--- src/rtl/my_isa_pkg.sv ---
// Shared ISA definitions for the 16-bit core: instruction class nibbles,
// ALU function codes, the symbolic op enum and the HALT word.
package my_isa_pkg;

  localparam logic [3:0] CLS_ALU  = 4'b0101;
  localparam logic [3:0] CLS_ADD  = 4'b1110;
  localparam logic [3:0] CLS_ADDI = 4'b1100;

  localparam logic [3:0] FN_NOT = 4'b0000;
  localparam logic [3:0] FN_OR  = 4'b0001;
  localparam logic [3:0] FN_XOR = 4'b0010;
  localparam logic [3:0] FN_AND = 4'b0011;
  localparam logic [3:0] FN_FAS = 4'b0100;
  localparam logic [3:0] FN_SUB = 4'b1000;

  localparam logic [15:0] HALT_WORD = 16'h0000;

  typedef enum logic [2:0] {
    OP_NOT  = 3'd0,
    OP_OR   = 3'd1,
    OP_XOR  = 3'd2,
    OP_AND  = 3'd3,
    OP_FAS  = 3'd4,
    OP_SUB  = 3'd5,
    OP_ADD  = 3'd6,
    OP_ADDI = 3'd7
  } op_e;

endpackage

--- src/rtl/my_encode_word.sv ---
// Pure combinational packer: symbolic op plus register/immediate fields
// into one 16-bit instruction word.
module my_encode_word
  import my_isa_pkg::*;
(
  input  logic [2:0]  op,
  input  logic [3:0]  ra,
  input  logic [3:0]  rb,
  input  logic [7:0]  imm,
  output logic [15:0] word
);

  // NOTE: every output of an always_comb gets a default first so no path
  // through the case can leave it unassigned and infer a latch.
  always_comb begin
    word = HALT_WORD;
    unique case (op_e'(op))
      OP_NOT:  word = {CLS_ALU, ra, rb, FN_NOT};
      OP_OR:   word = {CLS_ALU, ra, rb, FN_OR};
      OP_XOR:  word = {CLS_ALU, ra, rb, FN_XOR};
      OP_AND:  word = {CLS_ALU, ra, rb, FN_AND};
      OP_FAS:  word = {CLS_ALU, ra, rb, FN_FAS};
      OP_SUB:  word = {CLS_ALU, ra, rb, FN_SUB};
      OP_ADD:  word = {CLS_ADD, ra, rb, 4'b0000};
      OP_ADDI: word = {CLS_ADDI, ra, imm};
      default: word = HALT_WORD;
    endcase
  end

endmodule

--- src/rtl/my_encoder.sv ---
// Instruction encoder / program loader: packs handshaked ops into words and
// writes them to consecutive addresses from BASE. Optional MY_ENCODER_HALT_EN
// appends a HALT word after the last op.
module my_encoder
  import my_isa_pkg::*;
#(
  parameter int            AW   = 8,
  parameter logic [AW-1:0] BASE = '0
) (
  input  logic          clk,
  input  logic          rst,
  input  logic          start,
  input  logic          in_valid,
  output logic          in_ready,
  input  logic [2:0]    in_op,
  input  logic [3:0]    in_ra,
  input  logic [3:0]    in_rb,
  input  logic [7:0]    in_imm,
  input  logic          in_last,
  output logic          wr_en,
  output logic [AW-1:0] wr_addr,
  output logic [15:0]   wr_data,
  output logic          busy,
  output logic          done,
  output logic          err
);

  typedef enum logic [1:0] {
    ST_IDLE    = 2'd0,
    ST_RUN     = 2'd1,
    ST_HALT_WR = 2'd2,
    ST_DONE    = 2'd3
  } state_e;

  state_e        state, next_state;
  logic [AW-1:0] cnt;
  logic [15:0]   word;
  logic          xfer, halt_wr, start_run, err_set;
  logic          cnt_full;

  my_encode_word u_encode_word (
    .op   (in_op),
    .ra   (in_ra),
    .rb   (in_rb),
    .imm  (in_imm),
    .word (word)
  );

  // The counter points at the address the next write will use.
  assign cnt_full = &cnt;

  always_comb begin
    next_state = state;
    xfer       = 1'b0;
    halt_wr    = 1'b0;
    start_run  = 1'b0;
    err_set    = 1'b0;
    case (state)
      ST_IDLE, ST_DONE: begin
        if (start) begin
          start_run  = 1'b1;
          next_state = ST_RUN;
        end
      end
      ST_RUN: begin
        if (in_valid) begin
          xfer = 1'b1;
          if (cnt_full) begin
            // Last address consumed: the run ends here whatever in_last says.
            next_state = ST_DONE;
`ifdef MY_ENCODER_HALT_EN
            err_set    = 1'b1;
`else
            err_set    = ~in_last;
`endif
          end else if (in_last) begin
`ifdef MY_ENCODER_HALT_EN
            next_state = ST_HALT_WR;
`else
            next_state = ST_DONE;
`endif
          end
        end
      end
`ifdef MY_ENCODER_HALT_EN
      ST_HALT_WR: begin
        halt_wr    = 1'b1;
        next_state = ST_DONE;
      end
`endif
      default: next_state = ST_IDLE;
    endcase
  end

  assign in_ready = (state == ST_RUN);
  assign busy     = (state == ST_RUN) || (state == ST_HALT_WR);
  assign done     = (state == ST_DONE);

  // NOTE: clocked state uses non-blocking assignments so every register
  // samples pre-edge values regardless of process ordering.
  always_ff @(posedge clk) begin
    if (rst) state <= ST_IDLE;
    else     state <= next_state;
  end

  always_ff @(posedge clk) begin
    if (rst) begin
      cnt     <= BASE;
      wr_en   <= 1'b0;
      wr_addr <= BASE;
      wr_data <= '0;
      err     <= 1'b0;
    end else begin
      wr_en <= xfer || halt_wr;
      if (xfer || halt_wr) begin
        wr_addr <= cnt;
        wr_data <= halt_wr ? HALT_WORD : word;
        cnt     <= cnt + AW'(1);
      end
      if (start_run) begin
        cnt <= BASE;
        err <= 1'b0;
      end else if (err_set) begin
        err <= 1'b1;
      end
    end
  end

endmodule

--- config.mk ---
export PLATFORM = sky130hd
export DESIGN_NAME = my_encoder
export DESIGN_NICKNAME = d
export VERILOG_FILES = /design/src/rtl/my_isa_pkg.sv /design/src/rtl/my_encode_word.sv /design/src/rtl/my_encoder.sv
export SDC_FILE = /design/constraint.sdc
export NUM_CORES = 1
export LEC_CHECK = 0
export ABC_AREA = 1
export ABC_CLOCK_PERIOD_IN_PS = 2600
export BUFFER_PORTS_ARGS = -buffer_cell sky130_fd_sc_hd__buf_2
export CAP_MARGIN = 20
export CORE_MARGIN = 2
export CORE_UTILIZATION = 41
export CTS_CLUSTER_DIAMETER = 150
export DETAILED_ROUTE_END_ITERATION = 10
export GPL_TIMING_DRIVEN = 0
export PLACE_DENSITY = 0.67
export SYNTH_ARGS = -nofsm -noshare
export SYNTH_HDL_FRONTEND = slang
export SYNTH_SLANG_ARGS = --single-unit
--- constraint.sdc ---
create_clock -name clk -period 2.6 [get_ports clk]
set_input_delay 0 -clock clk [delete_from_list [all_inputs] [get_ports clk]]
set_output_delay 0 -clock clk [all_outputs]
set_load 0.02 [all_outputs]
After elaboration in Yosys (flattened, before gate mapping)
Cells that the tools add are included.

cells by class
  add/subtract/negate cells = 1
  eq/ne operators = 13
  muxes and demuxes = 13
  bitwise logic cells = 1
  reduce and logical (&&, ||, !) cells = 7

operators with widths
  kind                                                                     number
  16-bit one-hot mux with 8 select lines                                   1
  3-bit == test, second input constant                                     4
  8-bit by 1-bit adder with 8-bit output, second input constant            1
  2-bit two-way mux                                                        4
  8-bit AND reduction                                                      1
  1-bit two-way mux                                                        7
  3-bit by 2-bit == test with 1-bit output, second input constant          2
  2-bit == test, second input constant                                     2
  2-bit inequality test, second input constant                             2
  2-bit one-hot mux with 2 select lines                                    1
  2-bit OR reduction                                                       2
  3-bit by 1-bit == test with 1-bit output, second input constant          1
  3-bit zero test                                                          1
  3-bit by 1-bit inequality test with 1-bit output, second input constant  1
  3-bit AND reduction                                                      1
  2-bit by 1-bit == test with 1-bit output, second input constant          1
  2-bit zero test                                                          1
  1-bit logical OR                                                         1
  1-bit inverter                                                           1

word-level totals
  register bits after elaboration = 36
  bits of input ports = 24
  output and inout port bits = 29
  logic and storage cells = 41

Longest topological paths before layout
Gate-level depths: netlist (run 1).

  depth after elaboration = 4
  mapped depth = 10
  gate-level depth less buffers = 10

Cells and area by module
A second synthesis (run 1) with hierarchy kept.

unflattened totals
  cells, all modules = 233
  area total of the unflattened synthesis = 1674.1 um2

by module, submodules not included
  module          times used  cells an instance  area an instance (um2)  seq. area each (um2)
  my_encoder      1           184                1425.1                  720.7
  my_encode_word  1           49                 249.0                   0.0

Worst setup path after synthesis (run 1)
No wires, ideal clock.

  kind = register to register
  start point = reg state[1]
  end point = reg wr_data[2]
  setup time = 116 ps
  arrival time = 1273 ps
  data required time = 2484 ps
  path slack = 1211 ps
  cell stages (with the launch flop) = 9
  path buffers = 2
  period minus slack after synthesis = 1389 ps
  cells stage by stage = dfxtp_1 > inv_1 > ha_1 > nand2_2 > inv_2 > buf_6 > buf_6 > o211ai_1 > inv_1

on the way
  longest elaborated chain between the ends = 2

RTL lines
  element                                   RTL line           text
  start: declaration                        my_encoder.sv:35   state_e state, next_state;
  start signal: assignment                  my_encoder.sv:103  else state <= next_state;
  2-bit by 1-bit == test with 1-bit output  -
  net in_ready                              my_encoder.sv:14   output logic in_ready,
  1-bit two-way mux                         my_encoder.sv:58   case (state)
  end signal: assignment                    my_encoder.sv:117  wr_data <= halt_wr ? HALT_WORD : word;
  end: declaration                          my_encoder.sv:22   output logic [15:0] wr_data,

The timed path passes the listed nets, and every way through them passes these cells.
A chain may end at the register's enable or synchronous reset.

Worst setup path in the final report (run 1)
  start point = reg state[1]
  end point = reg wr_addr[0]

on the way
  longest elaborated chain between the ends = 2

RTL lines
  element                                   RTL line           text
  2-bit by 1-bit == test with 1-bit output  my_encoder.sv:58
  1-bit two-way mux                         my_encoder.sv:58
  end signal: assignment                    my_encoder.sv:116  wr_addr <= cnt;
  end: declaration                          my_encoder.sv:21   output logic [AW-1:0] wr_addr,

No other way between the ends.

==> results of run 1 <==
-- worst paths after layout --
| check | start | endpoint | slack, ns | cells past startpoint |
|---|---|---|---|---|
| max | state[1]$_SDFFE_PP0P_ | wr_addr[0]$_SDFFE_PP0P_ | 1.16 | 8 |
| min | in_imm[5] | wr_data[5]$_SDFFE_PP0P_ | 0.02 | 5 |
| max reg2reg | state[1]$_SDFFE_PP0P_ | wr_addr[0]$_SDFFE_PP0P_ | 1.16 | 8 |
| min reg2reg | err$_SDFFE_PP0P_ | err$_SDFFE_PP0P_ | 0.45 | 2 |
-- state kept, by name, indices dropped and copies added (netlist names) --
signal / count
state: 2
err: 1
wr_data: 16
cnt: 8
wr_en: 1
wr_addr: 8
-- Yosys cell counts --
cell type,count
nand2_1,44
dfxtp_1,36
inv_1,27
nor2_1,27
a21oi_1,18
nand3_1,14
o21ai_0,13
ha_1,5
buf_6,3
o211ai_1,3
o21ai_1,3
buf_2,2
buf_4,2
inv_2,2
nand2_2,2
nand3_2,2
nor3_1,2
a211oi_1,1
a22oi_1,1
a31oi_1,1
nand4_1,1
nor2_4,1
nor3b_1,1
o211a_1,1
o21ai_2,1
xor2_1,1
-- stage by stage --
step	setup slack [ns]	cells
CTS	1.13	327
detailed placement	1.14	314
global route	0.966	327
floorplan	1.21	214
global placement	1.18	314
finish	1.16	327
-- power by group --
part           leakage [nW]  switching, mW  total, mW  internal, mW
sequential            0.293         0.0563      0.703         0.647
combinational         0.678          0.399      0.626         0.227
clock                0.0410          0.185      0.367         0.182
-- kinds of logic after synthesis --
kind of cell	Yosys count	synth area share
AOI/OAI and AO/OA	42	0.146
xor gates and xnor gates	1	0.00549
adders and majority gates	5	0.0392
buffers and inverters	36	0.105
DFF	36	0.451
and+or+nand+nor	94	0.253
-- critical path, stage by stage, from the launching register on --
cell,delay [ns]
dfxtp_1,0.39
inv_1,0.08
ha_1,0.21
nand2_2,0.10
inv_2,0.05
buf_6,0.14
buf_6,0.14
o21ai_0,0.16
nor2_1,0.06
-- routing by layer --
layer | vias to the layer above | wire (µm) | part of all wire | GRT usage
li1 | 814 | - | - | -
met1 | 681 | 1850 | 0.49 | 0.233
met2 | 45 | 1600 | 0.43 | 0.294
met3 | 7 | 238 | 0.064 | 0.0494
met4 | 0 | 55 | 0.015 | 0.0689
met5 | - | 0 | 0 | 0
-- area by class of cell --
cell class,instances,share of cell area
multi-input cells,142,0.345
well taps,48,0.0292
plain buffers,7,0.0286
clock inverters,1,0.00244
clock buffers,6,0.0353
repair buffers,58,0.156
flip-flops and latches,36,0.351
inverters,29,0.0530
==> metrics.csv, run 1 <==
metric,value,unit
status,"finished, final reports clean",
top post-synthesis cells by area,"dfxtp_1 45%, nand2_1 10%, inv_1 6.3%, nor2_1 6.3%, a21oi_1 5.6%",
Final Skew,0.00348,ns
core area,0.00372,mm²
global routing usage summed across all routing layers,0.183,
total vias in the final route,1547,
Initial Util,0.430,
portion of synthesized cell area occupied by the leading cell type,0.451,
YS warnings,0,
area of the die,0.00441,mm²
Yosys cell types,26,
"Setup violations, final",0,
number of buffers inserted to repair setup after CTS,0,
number of slew-limit violations in the final report,0,
leakage power,1.01,nW
endpoint class of the critical path,register,
post-cts sizing count,0,
proportion of synthesized chip area in sequential cells,0.451,
average instance area after synthesis,7.46,µm²
worst-case vdd ir drop,0.534,mV
die boundary width,66.4,µm
launching element type of the critical path,register,
root buffer cell,clkbuf_8,
TritonRoute pass-1 iters,4,
number of placement rows,22,
"commonest non-fill, non-tap cells in the layout","54 x buf_2, 44 x nand2_1, 36 x dfxtp_1",
Tightest Hold Check Type,in -> reg,
power per cell area,825,mW/mm²
number of filler cells placed in the layout,384,
actual slew at the worst max-slew pin,0.404,ns
final core utilization,0.553,
post-route ant nets,0,
layout cell share with drive strength beyond 1,0.262,
number of DRC markers after the initial detailed-route iteration,73,
"Clk Latency, worst-skew pair",0.28,ns
hold_buf cts,6,
highest clock rate,696,MHz
cell count after synthesis,214,
post-route standard cell area excluding fillers,0.00205,mm²
final weighted congestion in routability-driven placement,0.827,
placed wire-length estimate,2740,µm
CTS tree,yes,
Syn Nets,243,
peak fanout along the critical path,10,
number of clock sinks,36,
TritonCTS buffer count,5,
Relative slew margins,0.731,
number of diodes added for antenna fixing,0,
CTS Buffer Depth,2,
Post-DP Area,0.00192,mm²
top-level port count,53,
final clock period utilization by the worst path,0.553,
hold violation count in the final report,0,
residual DRC count,0,
crit path kind,reg -> reg,
setup_tns,0,ns
Multi-input gate area,708,µm²
Layout area overhead,28.7,%
synthesized flop and latch total,36,
wire length of the first global-routing pass,6130,µm
area taken by flip-flops and latches,721,µm²
summed instance area of the synthesized netlist,0.00160,mm²
setup repair after global routing missed its margin,false,
critical path required time,2.78,ns
worst endpoint data arrival time,1.61,ns
number of global-route vias before repair,1396,
detail-routed net length per standard cell,11.4,µm
dominant cell type by area after synthesis,dfxtp_1,
hold_ws,0.0169,ns
total design power,1.70,mW
"leading cell type in the layout, fill and taps excluded",buf_2,
Post-Route WL,3740,µm
clock-pin slew of the registers on the worst-case setup and hold paths,0.06,ns
vias per inst,4.73,
antenna violations before repair,0,
DIE HEIGHT,66.4,µm
fin crit period,1.44,ns
port buffer count,52,
Final Net Count,308,
H-tree depth,2,
pin count of the biggest net entering global routing,11,
Max Cap Violations,0,
Congestion Overflow GR,0,
Note: power is estimated with default switching activity, not from simulation.
==> run 2, diff against run 1 <==
--- a/config.mk
+++ b/config.mk
@@ -5,8 +5,8 @@
 export SDC_FILE = /design/constraint.sdc
 export NUM_CORES = 1
 export LEC_CHECK = 0
-export ABC_AREA = 1
-export ABC_CLOCK_PERIOD_IN_PS = 2600
+export ABC_AREA = 0
+export ABC_CLOCK_PERIOD_IN_PS = 1400
 export BUFFER_PORTS_ARGS = -buffer_cell sky130_fd_sc_hd__buf_2
 export CAP_MARGIN = 20
 export CORE_MARGIN = 2
@@ -14,7 +14,7 @@
 export CTS_CLUSTER_DIAMETER = 150
 export DETAILED_ROUTE_END_ITERATION = 10
 export GPL_TIMING_DRIVEN = 0
-export PLACE_DENSITY = 0.67
+export PLACE_DENSITY = 0.68
 export SYNTH_ARGS = -nofsm -noshare
 export SYNTH_HDL_FRONTEND = slang
 export SYNTH_SLANG_ARGS = --single-unit
==> constraint.sdc (replaced) <==
create_clock -name clk -period 1.4 [get_ports clk]
set_input_delay 0 -clock clk [delete_from_list [all_inputs] [get_ports clk]]
set_output_delay 0 -clock clk [all_outputs]
set_load 0.02 [all_outputs]
==> metrics.csv, run 2 <==
metric,value,unit,change
proportion of synthesized chip area in sequential cells,0.486,,+0.0351
R2R depth,6,,-2
YS warnings,0,,unchanged
hold violation count in the final report,0,,unchanged
Layout area overhead,42.5,%,
cell types with the highest counts after synthesis,"40 x nand2_1, 36 x dfxtp_1, 23 x a21oi_1",,
portion of synthesized cell area occupied by the leading cell type,0.486,,+0.0351
"Clk Latency, worst-skew pair",0.34,ns,+0.06 ns
final core utilization,0.618,,+0.0651
wire length of the first global-routing pass,5600,µm,-8.7%
Crit path max-delay family,flip-flops,,
hold_ws,0.0164,ns,-0.000488 ns
cell with the largest stage delay on the worst path,dfxtp_2,,
die boundary width,64.1,µm,-3.4%
number of slew-limit violations in the final report,0,,unchanged
DIE HEIGHT,64.1,µm,-3.4%
global routing met1 resource utilization,0.226,,-0.00665
power per cell area,1170,mW/mm²,+41%
endpoint class of the critical path,register,,
"leading cell type in the layout, fill and taps excluded",buf_2,,
number of global-route vias before repair,1264,,-9.5%
Max Cap Violations,0,,unchanged
Yosys cell types,30,,+15%
Final Skew,0.00512,ns,+0.00164 ns
number of placement rows,21,,-4.5%
peak fanout along the critical path,10,,unchanged
post-route ant nets,0,,unchanged
Post-Route WL,3470,µm,-7.2%
antenna violations before repair,0,,unchanged
clock-pin slew of the registers on the worst-case setup and hold paths,0.11,ns,+0.05 ns
top post-synthesis cells by area,"dfxtp_1 49%, nand2_1 10%, a21oi_1 7.8%, ha_1 4.2%, nor2_1 4.1%",,
crit path kind,reg -> reg,,
GRT met2 Usage,0.271,,-0.0229
worst endpoint data arrival time,1.58,ns,-0.03 ns
"Setup violations, final",0,,unchanged
average instance area after synthesis,8.42,µm²,+13%
global routing usage summed across all routing layers,0.174,,-0.00859
final clock period utilization by the worst path,0.945,,+0.392
"commonest non-fill, non-tap cells in the layout","53 x buf_2, 40 x nand2_1, 32 x dfxtp_1",,
residual DRC count,0,,unchanged
Relative slew margins,0.640,,-0.0903
TritonRoute pass-1 iters,5,,+1
CTS Buffer Depth,2,,unchanged
CTS tree,yes,,
TritonCTS buffer count,5,,unchanged
final weighted congestion in routability-driven placement,0.770,,-6.9%
vias per inst,4.78,,+1.1%
number of enable flip-flop cells after synthesis,0,,unchanged
H-tree depth,2,,unchanged
met3 Resource Use GR,0.0511,,+0.00165
max reg flops,16,,unchanged
worst-case vdd ir drop,0.617,mV,+16%
root buffer cell,clkbuf_4,,
synthesized flop and latch total,36,,unchanged
Buffers & Inverters on Critical Path,3,,-1
Congestion Overflow GR,0,,unchanged
number of DRC markers after the initial detailed-route iteration,64,,-12%
most common cell in the netlist,nand2_1,,
Tightest Hold Check Type,in -> reg,,
summed instance area of the synthesized netlist,0.00148,mm²,-7.2%
leakage power,0.905,nW,-11%
Syn Nets,205,,-16%
pin count of the biggest net entering global routing,13,,+2
most congested layer reported by global routing,met2,,
Largest Register,wr_data,,
placed wire-length estimate,2420,µm,-12%
actual slew at the worst max-slew pin,0.540,ns,+0.135 ns
maximum cell stage delay along the critical path,0.38,ns,about the same
biggest regs,"wr_data (16), cnt (8), wr_addr (8)",,
cell count after synthesis,176,,-18%
Initial Util,0.434,,+0.00407
Min-Delay Path Depth,5,,unchanged
ys async rst share,0,,unchanged
number of diodes added for antenna fixing,0,,unchanged
Post-DP Area,0.00180,mm²,-5.9%
fin crit period,1.32,ns,-0.114 ns
highest clock rate,756,MHz,+8.6%
port buffer count,51,,-1.9%
setup repair after global routing missed its margin,true,,
layout cell share with drive strength beyond 1,0.328,,+0.0664
detail-routed net length per standard cell,11.7,µm,+2.6%
list of cells traversed by the critical path,inv_2 -> ha_4 -> and2_1 -> buf_6 -> buf_6 -> a211oi_1,,
cell count along the critical path,6,,-2
dominant cell type by area after synthesis,dfxtp_1,,
top-level port count,53,,unchanged
total vias in the final route,1416,,-8.5%
ys flop type,dfxtp_1,,
number of clock sinks,36,,unchanged
status,"finished, final reports clean",,
area of the die,0.00411,mm²,-6.8%
critical path required time,1.66,ns,-1.12 ns
number of filler cells placed in the layout,310,,-19%
launching element type of the critical path,register,,
core area,0.00342,mm²,-8.1%
critical path's most frequent cell,buf_6,,
Final Net Count,278,,-9.7%
post-route standard cell area excluding fillers,0.00211,mm²,+2.7%
total design power,2.46,mW,+45%
-- run 2: cell types whose count changed after synthesis, moves of 4 or more --
| cell | change |
|---|---|
| o21ai_0 | -9 |
| nand3_1 | -8 |
| mux2i_1 | +4 |
| inv_1 | -22 |
| nand2_1 | -4 |
| xnor2_1 | +4 |
| nor2_1 | -11 |
| a21oi_1 | +5 |
-- run 2: logic make-up after synthesis --
family,synth area share
xor gates and xnor gates,0.0296
AOI/OAI and AO/OA,0.149
and+or+nand+nor,0.220
adders and majority gates,0.0422
DFF,0.486
buffers and inverters,0.0448
muxes,0.0270
-- run 2: power breakdown --
| part | switching, mW | internal, mW | leakage [nW] | total [mW] |
|---|---|---|---|---|
| logic | 0.340 | 0.272 | 0.570 | 0.612 |
| registers | 0.0425 | 1.09 | 0.294 | 1.13 |
| clock network | 0.347 | 0.372 | 0.0412 | 0.719 |
-- run 2: metrics by stage --
| stage | worst slack [ns] | setup TNS (ns) | cells |
|---|---|---|---|
| floorplan | -0.0368 | -0.0560 | 176 |
| global placement | -0.105 | -1.66 | 273 |
| detailed placement | -0.123 | -2.05 | 273 |
| CTS | -0.0141 | -0.0193 | 295 |
| global route | -0.00736 | -0.00743 | 296 |
| finish | 0.0768 | 0 | 296 |
-- run 2: per-layer routing --
metal	share of wire	routed length (µm)
met4	0.0066	23
met2	0.44	1530
met3	0.059	205
met1	0.49	1710
met5	0	0
-- run 2: cell type report --
class / count / area [µm²] / share of cell area
plain buffers: 9 / 66.3 / 0.0314
clock buffers: 5 / 37.5 / 0.0178
clock inverters: 3 / 42.5 / 0.0202
inverters: 5 / 18.8 / 0.00889
multi-input cells: 126 / 747 / 0.354
flip-flops and latches: 36 / 728 / 0.345
well taps: 46 / 57.6 / 0.0273
repair buffers: 66 / 413 / 0.196
-- run 2: path summary, 6_finish.rpt --
kind / end / start / slack (ns)
max: wr_data[4]$_SDFFE_PP0P_ / state[1]$_SDFFE_PP0P_ / 0.08
min: wr_data[1]$_SDFFE_PP0P_ / in_imm[1] / 0.02
max reg2reg: wr_data[4]$_SDFFE_PP0P_ / state[1]$_SDFFE_PP0P_ / 0.08
min reg2reg: wr_data[8]$_SDFFE_PP0P_ / wr_data[8]$_SDFFE_PP0P_ / 0.46
-- run 2: timing repair --
| action | 4_1_cts | 5_1_grt |
|---|---|---|
| endpoints found under the hold margin | 11 | 0 |
| setup endpoints to repair | 30 | 32 |
| hold buffers | 13 | 0 |
| pin swaps | 2 | 2 |
| resized for setup | 9 | 10 |
| buffers inserted | 1 | 1 |
-- run 2: tightest hold or removal path: cells and delay by family --
family | cells | cell delay (ns)
AND/OR/NAND/NOR | 3 | 0.17
AO/OA/AOI/OAI | 1 | 0.06
buffers and inverters | 1 | 0.10
